===== src/rtl/led_bist_pkg.sv =====
// Shared state encoding and default parameter values for the LED BIST scheduler.
package led_bist_pkg;

   typedef enum logic [2:0] {
      ST_IDLE   = 3'd0,
      ST_MIRROR = 3'd1,
      ST_FILL   = 3'd2,
      ST_DRAIN  = 3'd3,
      ST_GAP    = 3'd4
   } state_e;

   localparam int unsigned DEF_LED_W      = 4;
   localparam int unsigned DEF_TICK_DIV   = 10;
   localparam int unsigned DEF_DEB_CYCLES = 8;
   localparam int unsigned DEF_CNT_W      = 8;

   function automatic logic is_bist(input state_e s);
      return (s == ST_FILL) || (s == ST_DRAIN) || (s == ST_GAP);
   endfunction

endpackage


===== src/rtl/led_bist_scheduler_sw_debounce.sv =====
// Per-bit stable-count filter: an output bit follows its input only after the
// input has differed from it for DEB_CYCLES consecutive cycles.
module sw_debounce #(
   parameter int unsigned W          = 4,
   parameter int unsigned DEB_CYCLES = 8
) (
   input  logic         clk,
   input  logic         rst,
   input  logic [W-1:0] din,
   output logic [W-1:0] dout
);

   localparam int unsigned CW = $clog2(DEB_CYCLES + 1);

   logic [W-1:0]  out_q, out_d;
   logic [CW-1:0] cnt_q [W];
   logic [CW-1:0] cnt_d [W];

   always_comb begin
      out_d = out_q;
      for (int i = 0; i < int'(W); i++) begin
         cnt_d[i] = cnt_q[i];
         if (din[i] == out_q[i]) begin
            cnt_d[i] = '0;
         end else if (cnt_q[i] == CW'(DEB_CYCLES - 1)) begin
            out_d[i] = din[i];
            cnt_d[i] = '0;
         end else begin
            cnt_d[i] = cnt_q[i] + 1'b1;
         end
      end
   end

   always_ff @(posedge clk or posedge rst) begin
      if (rst) begin
         out_q <= '0;
         for (int i = 0; i < int'(W); i++) cnt_q[i] <= '0;
      end else begin
         out_q <= out_d;
         for (int i = 0; i < int'(W); i++) cnt_q[i] <= cnt_d[i];
      end
   end

   assign dout = out_q;

endmodule


===== src/rtl/led_bist_scheduler.sv =====
// LED bank owner: mirrors synchronised switches or runs a walking fill/drain sweep.
// Define SW_DEBOUNCE_EN to insert the sw_debounce filter after the synchroniser.
module led_bist_scheduler
   import led_bist_pkg::*;
#(
   parameter int unsigned LED_W      = DEF_LED_W,
   parameter int unsigned TICK_DIV   = DEF_TICK_DIV,
   parameter int unsigned DEB_CYCLES = DEF_DEB_CYCLES,
   parameter int unsigned CNT_W      = DEF_CNT_W
) (
   input  logic             clk,
   input  logic             rst,
   input  logic [LED_W-1:0] sw,
   output logic [LED_W-1:0] led,
   output logic             bist_active,
   output logic [CNT_W-1:0] sweep_cnt
);

   localparam int unsigned TW     = $clog2(TICK_DIV);
   localparam int unsigned STEP_W = $clog2(LED_W);

   logic [LED_W-1:0]  sync1_q, sync2_q, sw_q;
   logic [TW-1:0]     tick_cnt_q, tick_cnt_d;
   logic              tick, clr_tick, sw_nz;
   state_e            state_q, state_d;
   logic [LED_W-1:0]  pattern_q, pattern_d;
   logic [STEP_W-1:0] step_q, step_d;
   logic [CNT_W-1:0]  sweep_q, sweep_d;
   logic [LED_W-1:0]  led_q, led_d;

   always_ff @(posedge clk or posedge rst) begin
      if (rst) begin
         sync1_q <= '0;
         sync2_q <= '0;
      end else begin
         sync1_q <= sw;
         sync2_q <= sync1_q;
      end
   end

`ifdef SW_DEBOUNCE_EN
   sw_debounce #(
      .W          (LED_W),
      .DEB_CYCLES (DEB_CYCLES)
   ) u_sw_debounce (
      .clk  (clk),
      .rst  (rst),
      .din  (sync2_q),
      .dout (sw_q)
   );
`else
   assign sw_q = sync2_q;
`endif

   assign sw_nz = |sw_q;
   assign tick  = (tick_cnt_q == TW'(TICK_DIV - 1));

   // Cleared on walk (re)start so the first step lands TICK_DIV cycles after entry.
   always_comb begin
      tick_cnt_d = tick ? '0 : tick_cnt_q + 1'b1;
      if (clr_tick) tick_cnt_d = '0;
   end

   always_comb begin
      state_d   = state_q;
      pattern_d = pattern_q;
      step_d    = step_q;
      sweep_d   = sweep_q;
      clr_tick  = 1'b0;
      unique case (state_q)
         ST_IDLE, ST_MIRROR: begin
            if (sw_nz) begin
               state_d = ST_MIRROR;
            end else begin
               state_d   = ST_FILL;
               pattern_d = '0;
               step_d    = '0;
               clr_tick  = 1'b1;
            end
         end
         ST_FILL: begin
            if (tick) begin
               pattern_d = {1'b1, pattern_q[LED_W-1:1]};
               if (step_q == STEP_W'(LED_W - 1)) begin
                  state_d = ST_DRAIN;
                  step_d  = '0;
               end else begin
                  step_d = step_q + 1'b1;
               end
            end
         end
         ST_DRAIN: begin
            if (tick) begin
               pattern_d = {pattern_q[LED_W-2:0], 1'b0};
               if (step_q == STEP_W'(LED_W - 1)) begin
                  state_d = ST_GAP;
                  step_d  = '0;
               end else begin
                  step_d = step_q + 1'b1;
               end
            end
         end
         ST_GAP: begin
            if (tick) begin
               state_d = ST_FILL;
               if (sweep_q != '1) sweep_d = sweep_q + 1'b1;
            end
         end
         default: begin
            state_d   = ST_IDLE;
            pattern_d = '0;
            step_d    = '0;
         end
      endcase
      // A live switch aborts any sweep in progress and wins over a same-cycle tick.
      if (is_bist(state_q) && sw_nz) begin
         state_d   = ST_MIRROR;
         pattern_d = '0;
         step_d    = '0;
         sweep_d   = sweep_q;
      end
   end

   always_comb begin
      led_d = '0;
      if (state_d == ST_MIRROR) led_d = sw_q;
      else if (is_bist(state_d)) led_d = pattern_d;
   end

   always_ff @(posedge clk or posedge rst) begin
      if (rst) begin
         state_q    <= ST_IDLE;
         pattern_q  <= '0;
         step_q     <= '0;
         sweep_q    <= '0;
         tick_cnt_q <= '0;
         led_q      <= '0;
      end else begin
         state_q    <= state_d;
         pattern_q  <= pattern_d;
         step_q     <= step_d;
         sweep_q    <= sweep_d;
         tick_cnt_q <= tick_cnt_d;
         led_q      <= led_d;
      end
   end

   assign led         = led_q;
   assign bist_active = is_bist(state_q);
   assign sweep_cnt   = sweep_q;

endmodule

===== config.mk =====
export PLATFORM = sky130hd
export DESIGN_NAME = led_bist_scheduler
export DESIGN_NICKNAME = d
export VERILOG_FILES = /design/src/rtl/led_bist_pkg.sv /design/src/rtl/led_bist_scheduler_sw_debounce.sv /design/src/rtl/led_bist_scheduler.sv
export SDC_FILE = /design/constraint.sdc
export NUM_CORES = 1
export LEC_CHECK = 0
export CAP_MARGIN = 20
export CORE_ASPECT_RATIO = 0.9
export CORE_MARGIN = 1.5
export CORE_UTILIZATION = 58
export CTS_CLUSTER_SIZE = 10
export DETAILED_ROUTE_END_ITERATION = 16
export PLACE_DENSITY = 0.9
export SETUP_SLACK_MARGIN = 0.05
export SYNTH_ARGS = -nofsm -noshare
export SYNTH_HDL_FRONTEND = slang
export SYNTH_SLANG_ARGS = --single-unit

===== constraint.sdc =====
create_clock -name clk -period 3.8 [get_ports clk]
set_input_delay 0.76 -clock clk [delete_from_list [all_inputs] [get_ports clk]]
set_output_delay 0.76 -clock clk [all_outputs]
set_load 0.02 [all_outputs]

==> key figures <==
Status
  • Outcome: completed

Synthesis
  • Cells after synthesis: between 100 and 150
  • Post-synth EDFFs: 0
  • Syn. warnings: 0
  • Ys flop type: dfrtp_1
  • Sequential share of the synthesized area: 0.5263
  • Post-synth ARST share: 1.000
  • Post-synth top area cell: dfrtp_1
  • Post-synth top area share: 0.5263
  • Netlist Area Pre-Place: ~1600 µm²
  • Post-Syn Nets: 154
  • Top-count cell post-synth: dfrtp_1
  • Post-synth top cells: 33 x dfrtp_1, 12 x a21oi_1, 12 x nand2_1
  • Syn avg cell area: ~11 µm²
  • Synth cell types: 42
  • #FFs+latches synth: 33
  • Largest cells by area after synthesis: dfrtp_1 53%, a21oi_1 3.8%, o21ai_0 3.5%

Drt
  • DRC errors left: 0
  • Drt first pass iters: 4
  • Post-Route WL: ~3000 µm
  • Initial DRC Count: 35
  • Avg Vias per Cell: 6.036
  • Wire per inst: between 15 and 20 µm
  • Vias: 1171
  • DRT antenna net count: 0

Clock tree
  • Longest Clk Path Bufs: 2
  • CTS sink cnt: 33
  • CTS clk-pin slew, worst paths: about 0.10 ns
  • Setup bufs post-CTS: 0
  • Root Driver: clkbuf_4
  • Num CTS Buffers: 5
  • Post-CTS Resized: 0
  • Clock latency on the worst-skew pair: 0.35 ns
  • CTS Hold Bufs: 0
  • CTS tree: yes
  • H-tree depth: 2

Die
  • Die width: approximately 58 µm
  • DIE HEIGHT: approximately 52 µm
  • # IOs: 19
  • Die area: 3027 µm²
  • Site Rows: 17
  • Core Area: between 2000 and 3000 µm²
  • Initial Util: 0.6251

Final layout
  • Share of cells above drive strength 1: 0.1205
  • FILL cells: 190
  • Reg area: 825.8 µm²
  • Nets@finish: about 170
  • Multi-input gate area: about 700 µm²
  • Antenna diode instance count: 0
  • Final core occ: 0.7213
  • P&R area growth vs syn: 15.39%

Timing
  • Post-route minimum period: about 2.9 ns
  • RSZ-0062 raised after global routing: no
  • Post-route setup TNS: 0 ns
  • Hold Violations, Final: 0
  • Max-slew violation count: 0
  • # setup viols final: 0
  • Worst Skew: around 0.011 ns
  • Fin crit share: 0.7621
  • Max Clock Freq: approximately 0.35 GHz
  • Slew @ Worst Pin: 0.7030 ns
  • Worst relative slew slack: 0.5278

Global route
  • Total GRT Usage: 0.2281
  • Grt total ovfl: 0
  • Largest net degree at the start of global routing: 34
  • First-pass GRT wire length: 4947 µm
  • Vias in the first global route: about 1100
  • Initial antenna violation count: 0

Pwr
  • Maximum VDD drop: between 0.2 and 0.3 mV
  • Power per Cell Area: about 400 nW/µm²
  • Share of total power in sequential cells: 0.587
  • Switching Share: 0.2946
  • P_int: approximately 0.0005 W
  • Clock network power share: 0.266
  • Switch Pwr: between 0.0002 and 0.00025 W
  • Static Leak: between 0.7 and 0.8 nW
  • Power share of the combinational group: 0.147

Worst setup path
  • Crit-path max FO: 13
  • Crit start category: flop
  • Worst path required time: between 3 and 4 ns
  • Critical Path AT: 2.14 ns
  • CP Class: flop to output port
  • CP endpoint kind: output port

Place
  • Final HPWL DP: between 2000 and 2500 µm
  • IO buf count: 18
  • GPL Wtd Cong: between 0.8 and 0.9

Worst hold path
  • Hold crit path type: flop to flop

Run
  • Total of max-cap violations: 0
## metrics by stage
step	cell area (µm²)	power [W]	hold slack, ns	std cells	worst slack, ns
after CTS	1810	0.0007138	0.3659	194	0.8929
after detailed placement	1755	0.0005238	0.3409	186	1.296
after floorplan	1569	0.0004911	0.3312	146	1.947
after global routing	1810	0.0007483	0.3809	194	0.8267
final	1810	0.0007069	0.3612	194	0.9041
after global placement	1755	0.0005140	0.3319	186	1.310
## placed cells by master (no fill, tap or decap), types with 3 or more instances in the layout
master / n
xor2_1: 5
inv_1: 5
nand2_1: 12
clkdlybuf4s50_1: 18
a21oi_1: 12
nand4_1: 3
nor3_1: 4
o21ai_0: 11
nand3_1: 5
nor2_1: 11
dfrtp_1: 33
mux2i_1: 3
mux2_2: 3
clkbuf_4: 5
## metal layers
metal  vias up  wire length, µm  global-route usage
li1        568                -                   -
met1       564             1355              0.3037
met2        29             1454              0.3352
met3        10              104             0.05185
met4         0               83              0.1473
met5         -                0                   0
## final cells by class
cell class | count | area share
Sequential cell | 33 | 0.4561
Clock buffer | 5 | 0.02073
Multi-Input combinational cell | 101 | 0.3801
Clock inverter | 3 | 0.009675
Tap cell | 28 | 0.01935
Inverter | 5 | 0.01037
Timing Repair Buffer | 19 | 0.1037
## final timing paths
path | from | end | slack (ns) | cells after the start
hold / removal | sync1_q[0]$_DFF_PP0_ | sw_q[0]$_DFF_PP0_ | 0.36 | 0
max in group asynchronous | rst | pattern_q[3]$_DFF_PP0_ | 2.71 | 3
setup reg to reg | sw_q[1]$_DFF_PP0_ | sweep_cnt[7]$_DFFE_PP0P_ | 1.72 | 4
setup / recovery | state_q[0]$_DFF_PP0_ | bist_active | 0.90 | 3
min in group asynchronous | rst | sweep_cnt[5]$_DFFE_PP0P_ | 0.80 | 3
hold reg to reg | sync1_q[0]$_DFF_PP0_ | sw_q[0]$_DFF_PP0_ | 0.36 | 0
## critical path, cell delays in order, from the launching register on
cell	delay, ns
dfrtp_1	0.57
nor3b_4	0.45
or2_2	0.18
clkdlybuf4s50_1	0.59
## kinds of logic after synthesis
logic type | after synthesis | synth area share
flops | 33 | 0.5263
compound gates | 40 | 0.1691
xor+xnor | 7 | 0.03908
simple gates | 46 | 0.1738
mux | 6 | 0.04067
buf+inv | 12 | 0.03509
fa+ha+maj | 2 | 0.01595
## registers in the layout, indices dropped and copies added (netlist names)
signal / count
sw_q: 4
led: 4
sync1_q: 4
state_q: 3
pattern_q: 4
sweep_cnt: 8
tick_cnt_q: 4
step_q: 2
## power by group through the flow
stage / Combinational, W / Sequential [W] / Clock (W)
finish: 0.000104 / 0.000415 / 0.000188
global route: 0.000119 / 0.000420 / 0.000210
CTS: 0.000104 / 0.000414 / 0.000196
detailed placement: 0.000103 / 0.000420 / 0
global placement: 0.0000982 / 0.000416 / 0
floorplan: 0.0000773 / 0.000414 / 0
Power figures use the tool's default switching activity.
